--- config.mk ---
export PLATFORM = sky130hd
export DESIGN_NAME = switch_arbiter
export DESIGN_NICKNAME = d
export VERILOG_FILES = /design/src/rtl/noc_pkg.sv /design/src/rtl/rr_picker.sv /design/src/rtl/switch.sv /design/src/rtl/switch_arbiter.sv
export SDC_FILE = /design/constraint.sdc
export NUM_CORES = 1
export LEC_CHECK = 0
export BUFFER_PORTS_ARGS = -buffer_cell sky130_fd_sc_hd__buf_2
export CORE_ASPECT_RATIO = 1.1
export CORE_UTILIZATION = 35
export DETAILED_ROUTE_END_ITERATION = 12
export GPL_TIMING_DRIVEN = 0
export PLACE_DENSITY_LB_ADDON = 0.05
export SLEW_MARGIN = 10
export SYNTH_ARGS = -nofsm -noshare
export SYNTH_HDL_FRONTEND = slang
export SYNTH_SLANG_ARGS = --single-unit
--- constraint.sdc ---
create_clock -name clk -period 2.7 [get_ports clk]
set_input_delay 0.405 -clock clk [delete_from_list [all_inputs] [get_ports clk]]
set_output_delay 0.405 -clock clk [all_outputs]
set_load 0.01 [all_outputs]
--- src/rtl/noc_pkg.sv ---
// Shared types for the NoC router output-port arbiter.
package noc_pkg;

    localparam int unsigned NUM_SRC = 4;

    typedef logic [1:0] src_idx_t;

    typedef enum logic {
        IDLE = 1'b0,
        BUSY = 1'b1
    } arb_state_t;

    // Source index to one-hot switch select
    function automatic logic [NUM_SRC-1:0] onehot(input src_idx_t idx);
        logic [NUM_SRC-1:0] r;
        r      = '0;
        r[idx] = 1'b1;
        return r;
    endfunction

endpackage

--- src/rtl/rr_picker.sv ---
// Round-robin picker: first requester at or after ptr, cyclic a->b->c->d->a.
// Ports: req (per-source request), ptr (search start), grant (picked index), any (some request).
module rr_picker
    import noc_pkg::*;
(
    input  logic [NUM_SRC-1:0] req,
    input  src_idx_t           ptr,
    output src_idx_t           grant,
    output logic               any
);

    src_idx_t idx;

    always_comb begin
        grant = ptr;
        any   = 1'b0;
        idx   = ptr;
        for (int unsigned i = 0; i < NUM_SRC; i++) begin
            idx = ptr + src_idx_t'(i);
            if (!any && req[idx]) begin
                grant = idx;
                any   = 1'b1;
            end
        end
    end

endmodule

--- src/rtl/switch.sv ---
// 4:1 datapath switch driven by a one-hot select; all-zero select yields zero data.
// Ports: sel (one-hot select), in_a..in_d (source beats), out (selected beat).
module switch #(
    parameter int unsigned DATA_WIDTH = 16
) (
    input  logic [3:0]            sel,
    input  logic [DATA_WIDTH-1:0] in_a,
    input  logic [DATA_WIDTH-1:0] in_b,
    input  logic [DATA_WIDTH-1:0] in_c,
    input  logic [DATA_WIDTH-1:0] in_d,
    output logic [DATA_WIDTH-1:0] out
);

    // AND-OR mux: select is one-hot, so at most one term contributes
    always_comb begin
        out = '0;
        if (sel[0]) out = out | in_a;
        if (sel[1]) out = out | in_b;
        if (sel[2]) out = out | in_c;
        if (sel[3]) out = out | in_d;
    end

endmodule

--- src/rtl/switch_arbiter.sv ---
// Packet-locked round-robin arbiter sharing one 4:1 switch between sources a..d
// feeding a single NoC output port, with a registered output beat.
// Ports:
//   clk, reset              clock, synchronous active-high reset
//   in_valid/in_last[3:0]   per-source beat valid / last flag (bit0=a .. bit3=d)
//   in_data_a..d            per-source beat data
//   in_ready[3:0]           per-source accept (at most one bit high)
//   sel[3:0]                one-hot switch select, 0 = none
//   out_valid/last/data     registered output beat
//   out_ready               downstream accept
//   err_overrun             one-cycle pulse when a packet is force-released
module switch_arbiter
    import noc_pkg::*;
#(
    parameter int unsigned DATA_WIDTH = 16,
    parameter int unsigned MAX_BURST  = 16
) (
    input  logic                  clk,
    input  logic                  reset,
    input  logic [NUM_SRC-1:0]    in_valid,
    input  logic [NUM_SRC-1:0]    in_last,
    input  logic [DATA_WIDTH-1:0] in_data_a,
    input  logic [DATA_WIDTH-1:0] in_data_b,
    input  logic [DATA_WIDTH-1:0] in_data_c,
    input  logic [DATA_WIDTH-1:0] in_data_d,
    output logic [NUM_SRC-1:0]    in_ready,
    output logic [NUM_SRC-1:0]    sel,
    output logic                  out_valid,
    output logic                  out_last,
    output logic [DATA_WIDTH-1:0] out_data,
    input  logic                  out_ready,
    output logic                  err_overrun
);

    localparam int unsigned CNT_W = $clog2(MAX_BURST);

    arb_state_t            state;
    src_idx_t              owner;
    src_idx_t              rr_ptr;
    logic [CNT_W-1:0]      beat_cnt;

    src_idx_t              pick_idx;
    logic                  pick_any;
    logic [DATA_WIDTH-1:0] sw_data;
    logic                  owner_ready;
    logic                  xfer;
    logic                  owner_last;
    logic                  burst_end;

    rr_picker u_picker (
        .req   (in_valid),
        .ptr   (rr_ptr),
        .grant (pick_idx),
        .any   (pick_any)
    );

    switch #(.DATA_WIDTH(DATA_WIDTH)) u_switch (
        .sel  (sel),
        .in_a (in_data_a),
        .in_b (in_data_b),
        .in_c (in_data_c),
        .in_d (in_data_d),
        .out  (sw_data)
    );

    // Owner may push a beat whenever the output register is empty or draining
    assign owner_ready = (state == BUSY) && (!out_valid || out_ready);
    assign xfer        = in_valid[owner] && owner_ready;
    assign owner_last  = in_last[owner];
    assign burst_end   = (beat_cnt == CNT_W'(MAX_BURST - 1));

    always_comb begin
        in_ready        = '0;
        in_ready[owner] = owner_ready;
    end

    // Arbitration FSM and output register
    always_ff @(posedge clk) begin
        if (reset) begin
            state       <= IDLE;
            owner       <= '0;
            rr_ptr      <= '0;
            beat_cnt    <= '0;
            sel         <= '0;
            out_valid   <= 1'b0;
            out_last    <= 1'b0;
            out_data    <= '0;
            err_overrun <= 1'b0;
        end else begin
            err_overrun <= 1'b0;

            if (xfer) begin
                out_valid <= 1'b1;
                out_last  <= owner_last;
                out_data  <= sw_data;
            end else if (out_ready) begin
                out_valid <= 1'b0;
            end

            case (state)
                IDLE: begin
                    if (pick_any) begin
                        owner    <= pick_idx;
                        sel      <= onehot(pick_idx);
                        beat_cnt <= '0;
                        state    <= BUSY;
                    end
                end
                BUSY: begin
                    if (xfer) begin
                        // Release on last beat, or force release at the burst limit
                        if (owner_last || burst_end) begin
                            state       <= IDLE;
                            sel         <= '0;
                            rr_ptr      <= owner + src_idx_t'(1);
                            err_overrun <= !owner_last;
                            beat_cnt    <= '0;
                        end else begin
                            beat_cnt <= beat_cnt + CNT_W'(1);
                        end
                    end
                end
                default: state <= IDLE;
            endcase
        end
    end

endmodule

==> summary.md, run 1 <==
| Metric | Value |
|---|---|
| Outcome | `finished clean` |
| First-pass GRT wire length | `8742 um` |
| Vias in the first global route | `1799` |
| Placed cell areas | `~2300 um2` |
| RSZ-0062 raised after global routing | `false` |
| Fin. max-slew vios | `0` |
| Design Area, Final | `around 2400 um2` |
| Register bit count reported by yosys | `32` |
| Total GRT Usage | `a little over a fifth` |
| Post-CTS Setup Bufs | `0` |
| Hold crit path type | `input port to flop` |
| Leakage | `1.038 nW` |
| Die W | `slightly below 70 um` |
| Number of remaining DRC errors | `0` |
| Cell Chain, Critical Path | `mux4_2, and3_1, buf_2, buf_2, a311oi_1` |
| Cell area after synthesis | `approximately 1700 um2` |
| CTS tree | `built` |
| H-Tree Level Count | `2` |
| Worst-Margin Slew | `~0.53 ns` |
| Fillers | `471` |
| Mapped Nets | `approximately 270` |
| EDFF count, synth | `0` |
| DR vias | `roughly 1900` |
| ANT nets after route | `0` |
| Worst setup path category | `flop to flop` |
| Fin nets | `380` |
| Largest stage delay, worst path | `0.61 ns` |
| Delay-heaviest family, CP | `multiplexers` |
| Synth cell types | `40` |
| Max VDD drop | `0.2134 mV` |
| Largest net degree at the start of global routing | `11` |
| P per Cell Area | `505.0 nW/um2` |
| Initial core utilization | `roughly 37%` |
| Highest clock rate | `between 400 and 500 MHz` |
| Root Buffer | `clkbuf_8` |
| Number of diodes | `0` |
| PortBufs | `100` |
| Syn avg cell area | `between 8 and 9 um2` |
| Post-synthesis sequential area ratio | `between 30% and 40%` |
| Standard-cell rows | `26` |
| PostCTS Resize Cnt | `0` |
| RD Place Congestion | `around 0.81` |
| Initial antenna violation count | `0` |
| Slowest CP cell | `mux4_2` |
| Die Area | `between 5000 and 6000 um2` |
| Drt pass-1 iters | `4` |
| Number of max-cap violations | `0` |
| Crit path top cell by count | `buf_2` |
| Mean number of vias per cell | `about 5.4` |
| Ports | `102` |
| CTS sink count | `32` |
| Final worst clock skew | `between 0.003 and 0.004 ns` |
| DP HPWL | `between 4000 and 5000 um` |
| Final setup vio count | `0` |
| Clock Latency Late Sink | `between 0.2 and 0.3 ns` |
| Initial drt markers | `~100` |
| Tmin final | `~2 ns` |
| Async SR Flop Fraction | `0%` |
| Top_reg_cell synth | `dfxtp_1` |
| Die span in y | `75.85 um` |
| Worst-case clock buffer depth | `2` |
| Num CTS Buffers | `5` |
| CP max FO | `10` |
| Fin crit share | `74.80%` |
| Grt total ovfl | `0` |
| Critical path arrival | `approximately 2.2 ns` |
| DR WL/cell | `15.46 um` |
| CP required | `between 2 and 3 ns` |
| Final TNS setup | `0 ns` |
| Slew margin rel. | `between 60% and 70%` |
| CTS clk-pin slew, worst paths | `0.07 ns` |
| Hold_buf cts | `0` |
| Mapped Cells | `roughly 190` |
| Syn-to-layout area delta | `38.21%` |
| Worst path bufs/invs | `2` |
| YS warnings | `0` |
| Core area | `between 4000 and 5000 um2` |
| CP Launch Type | `flop` |
| Endpoints failing hold | `0` |
| Share of cells above drive strength 1 | `between 30% and 40%` |
| Worst Setup End Kind | `flop` |
| Wirelength, routed | `approximately 5500 um` |
metrics by stage:
step | worst slack (ns) | utilization, % | power [W] | cells | hold WS (ns)
CTS | 0.6578 | 50.85 | 0.001221 | 357 | 0.3621
global placement | 0.6857 | 48.89 | 0.0008265 | 349 | 0.4449
global route | 0.5240 | 50.85 | 0.001278 | 357 | 0.3883
floorplan | 0.8403 | - | 0.0006977 | 193 | 0.4607
detailed placement | 0.6679 | 48.89 | 0.0008290 | 349 | 0.4505
finish | 0.6805 | 50.85 | 0.001211 | 357 | 0.3750
logic make-up after synthesis:
| logic type | Yosys count | share of synthesized area [%] |
|---|---|---|
| AOI/OAI and AO/OA | 73 | 32.30 |
| DFF | 32 | 36.91 |
| and+or+nand+nor | 57 | 17.74 |
| muxes | 3 | 3.172 |
| buffers and inverters | 23 | 6.272 |
| adders and majority gates | 5 | 3.605 |
cell type report:
cell class	instances	area (um2)	area share (%)
Tap cell	56	70.07	2.921
Clock buffer	6	82.58	3.443
Buffer	19	93.84	3.912
Multi-Input combinational cell	138	985.9	41.11
Clock inverter	2	10.01	0.4173
Timing Repair Buffer	100	500.5	20.87
Sequential cell	32	640.6	26.71
Inverter	4	15.01	0.6260
flip-flops by register name (all words and copies together) (netlist names), 2 cells and up:
signal	flops
out_data	16
beat_cnt	4
sel	4
owner	2
rr_ptr	2
placed cells by master (no fill, tap or decap), types with 2 or more instances in the layout:
master,count
o21ai_0,3
and3_1,6
nor2b_1,3
nand2_1,6
nor2_1,22
mux4_2,2
a311oi_1,17
ha_1,5
clkinv_2,2
clkbuf_8,7
o32ai_1,4
clkbuf_1,11
a211oi_1,3
nand3b_1,5
buf_2,106
nor3_1,2
a22oi_1,32
dfxtp_1,32
inv_1,4
nand3_1,3
a21oi_1,6
per-layer routing:
| layer | wire length (um) | GRT usage, % |
|---|---|---|
| met5 | 0 | 0 |
| met4 | 47 | 7.483 |
| met1 | 2512 | 28.20 |
| met3 | 355 | 5.952 |
| met2 | 2605 | 33.66 |
report_power, final:
part	switching [W]	internal, W
Combinational	0.000159	0.000131
Clock	0.000191	0.000203
Sequential	0.0000205	0.000506
Total	0.000370	0.000841
final timing paths:
kind | slack (ns) | cells past startpoint | start | end
setup / recovery | 0.68 | 5 | owner[0] | out_data[13]
hold / removal | 0.38 | 2 | reset | sel[0]
setup reg to reg | 0.68 | 5 | owner[0] | out_data[13]
hold reg to reg | 0.46 | 2 | out_last | out_last
synth_stat cells (2+ instances only):
master,instances,share of area (%)
a211oi_1,3,1.3
clkbuf_1,11,2.4
a21oi_1,6,1.7
nor2_1,22,4.8
nand3b_1,5,2.2
a22oi_1,32,14
nor3_1,2,0.58
inv_1,4,0.86
a311oi_1,17,8.6
nor2b_1,3,1.1
dfxtp_1,32,37
o21ai_0,3,0.86
ha_1,5,3.6
nand3_1,3,0.86
mux4_2,2,2.6
nand2_1,6,1.3
o32ai_1,4,2.0
and3_1,6,2.2
buf_2,6,1.7
Note: power is estimated with default switching activity, not from simulation.
==> run 2: changes to the inputs <==
==> constraint.sdc (replaced) <==
create_clock -name clk -period 1.9 [get_ports clk]
set_input_delay 0.285 -clock clk [delete_from_list [all_inputs] [get_ports clk]]
set_output_delay 0.285 -clock clk [all_outputs]
set_load 0.01 [all_outputs]
==> run 2 against run 1 <==
  * Die area is the same
  * Hold slack got worse by 0.12 ns
  * Via count rose by 1.7%
  * Count of clock-buffer cells in the layout unchanged
  * Critical path depth did not move
  * Power up 45%
  * Core utilization grew 1.8 points
  * Flip-flop and latch count did not move
==> summary.md, run 2 (synthesis gave the netlist of run 1 again) <==
| Metric | Value |
|---|---|
| Outcome | `finished clean` |
| Design Area, Final | `roughly 2500 um2` |
| Die W | `about 69 um` |
| Max FFs per register | `16` |
| CTS tree | `built` |
| Final worst clock skew | `between 0.002 and 0.003 ns` |
| Max VDD drop | `0.3041 mV` |
| Fillers | `461` |
| Slew margin rel. | `between 60% and 70%` |
| Clock Latency Late Sink | `about 0.29 ns` |
| Core area | `4717 um2` |
| Tmin final | `about 1.9 ns` |
| H-Tree Level Count | `2` |
| Root Buffer | `clkbuf_8` |
| Largest registers | `out_data x16, beat_cnt x4, sel x4` |
| Worst Hold Launch | `reset` |
| CP Launch Type | `flop` |
| Endpoints failing hold | `0` |
| CTS sink count | `32` |
| Reg2reg start | `owner[0]` |
| Number of diodes | `0` |
| Worst-Margin Slew | `0.5948 ns` |
| Fin crit share | `97.97%` |
| Ports | `102` |
| Die span in y | `about 76 um` |
| Dpl cells | `around 350` |
| Initial drt markers | `about 110` |
| CP required | `2.09 ns` |
| CP max FO | `10` |
| Highest clock rate | `between 500 and 600 MHz` |
| Vias in the first global route | `~1800` |
| Total GRT Usage | `between 20% and 30%` |
| Most frequent cells in the layout | `buf_2 (103), a22oi_1 (32), dfxtp_1 (30), nor2_1 (20)` |
| Leakage | `roughly 1.1 nW` |
| Fin nets | `about 380` |
| Number of max-cap violations | `0` |
| Initial core utilization | `36.79%` |
| Mean number of vias per cell | `around 5.5` |
| DR WL/cell | `roughly 16 um` |
| Drt pass-1 iters | `5` |
| Standard-cell rows | `26` |
| Hold_buf cts | `0` |
| First-pass GRT wire length | `8769 um` |
| CTS clk-pin slew, worst paths | `0.07 ns` |
| Share of cells above drive strength 1 | `43.09%` |
| Syn-to-layout area delta | `42.97%` |
| Worst Setup End Kind | `flop` |
| Worst setup path category | `flop to flop` |
| Critical path launch point | `owner[0]` |
| Final TNS setup | `0 ns` |
| Grt total ovfl | `0` |
| Critical path arrival | `roughly 2.1 ns` |
| Final setup vio count | `0` |
| Fin. max-slew vios | `0` |
| Num CTS Buffers | `5` |
| ANT nets after route | `0` |
| Largest Register | `out_data` |
| Largest net degree at the start of global routing | `11` |
| Initial antenna violation count | `0` |
| R2R setup slack | `~0.039 ns` |
| PortBufs | `100` |
| Total power | `around 0.0018 W` |
| Placed cell areas | `2306 um2` |
| Wirelength, routed | `approximately 5600 um` |
| RD Place Congestion | `0.8129` |
| Die Area | `between 5000 and 6000 um2` |
| DR vias | `approximately 2000` |
| Worst-case clock buffer depth | `2` |
| P per Cell Area | `~710 nW/um2` |
| Util after Layout | `~53%` |
| Most common cell after layout, fill and taps aside | `buf_2` |
| Number of remaining DRC errors | `0` |
| RSZ-0062 raised after global routing | `false` |
| Hold crit path type | `input port to flop` |
| Post-Layout Cell Count | `360` |
| DP HPWL | `4113 um` |
run 2: cell types whose count changed in the layout (fill, tap and decap cells not counted), moves of 2 or more:
cell / delta
a311oi_1: -6
buf_4: +5
nor2_2: +2
dfxtp_1: -2
buf_2: -3
a311oi_2: +6
nor2_1: -2
run 2: layout make-up:
| cell class | instances | area (um2) | share of cell area [%] |
|---|---|---|---|
| sequential | 32 | 645.6 | 26.02 |
| clock buffer | 6 | 82.58 | 3.328 |
| tap | 56 | 70.07 | 2.824 |
| timing repair buffer | 103 | 523.0 | 21.08 |
| buffer | 19 | 105.1 | 4.236 |
| inverter | 4 | 15.01 | 0.6051 |
| multi-input combinational | 138 | 1030 | 41.50 |
| clock inverter | 2 | 10.01 | 0.4034 |
run 2: timing repair:
item                                    4_1_cts  5_1_grt
resized for setup                             2       17
endpoints found under the setup margin       22       20
pin swaps                                     0        1
buffers inserted                              1        2
run 2: where the power goes:
group | total [W] | internal (W) | switching, W
Sequential | 0.000750 | 0.000720 | 0.0000297
Combinational | 0.000445 | 0.000206 | 0.000240
Clock | 0.000558 | 0.000289 | 0.000269
Total | 0.00175 | 0.00121 | 0.000539
run 2: stage by stage:
step,hold WS (ns),worst slack [ns]
after floorplan,0.4607,0.04026
after global placement,0.4449,-0.1143
after detailed placement,0.4505,-0.1321
after CTS,0.2421,0.01854
after global routing,0.2683,0.004090
final,0.2585,0.03861
run 2: worst max-delay path, cell delays in order (launching register included):
cell and delay, ns:
dfxtp_4 0.39, mux4_2 0.55, and3_1 0.20, buf_2 0.17
buf_4 0.20, a311oi_1 0.26
run 2: metal layers:
layer	vias up	GRT usage [%]	part of all wire, %
met5	-	0	0
li1	978	-	-
met3	7	5.952	6.6
met2	67	33.98	47
met4	0	7.483	1.1
met1	923	28.12	45
run 2: path summary, 6_finish.rpt:
kind	to	depth (start not counted)
min	sel[0]	2
max	out_data[8]	5
max reg2reg	out_data[8]	5
min reg2reg	out_last	2
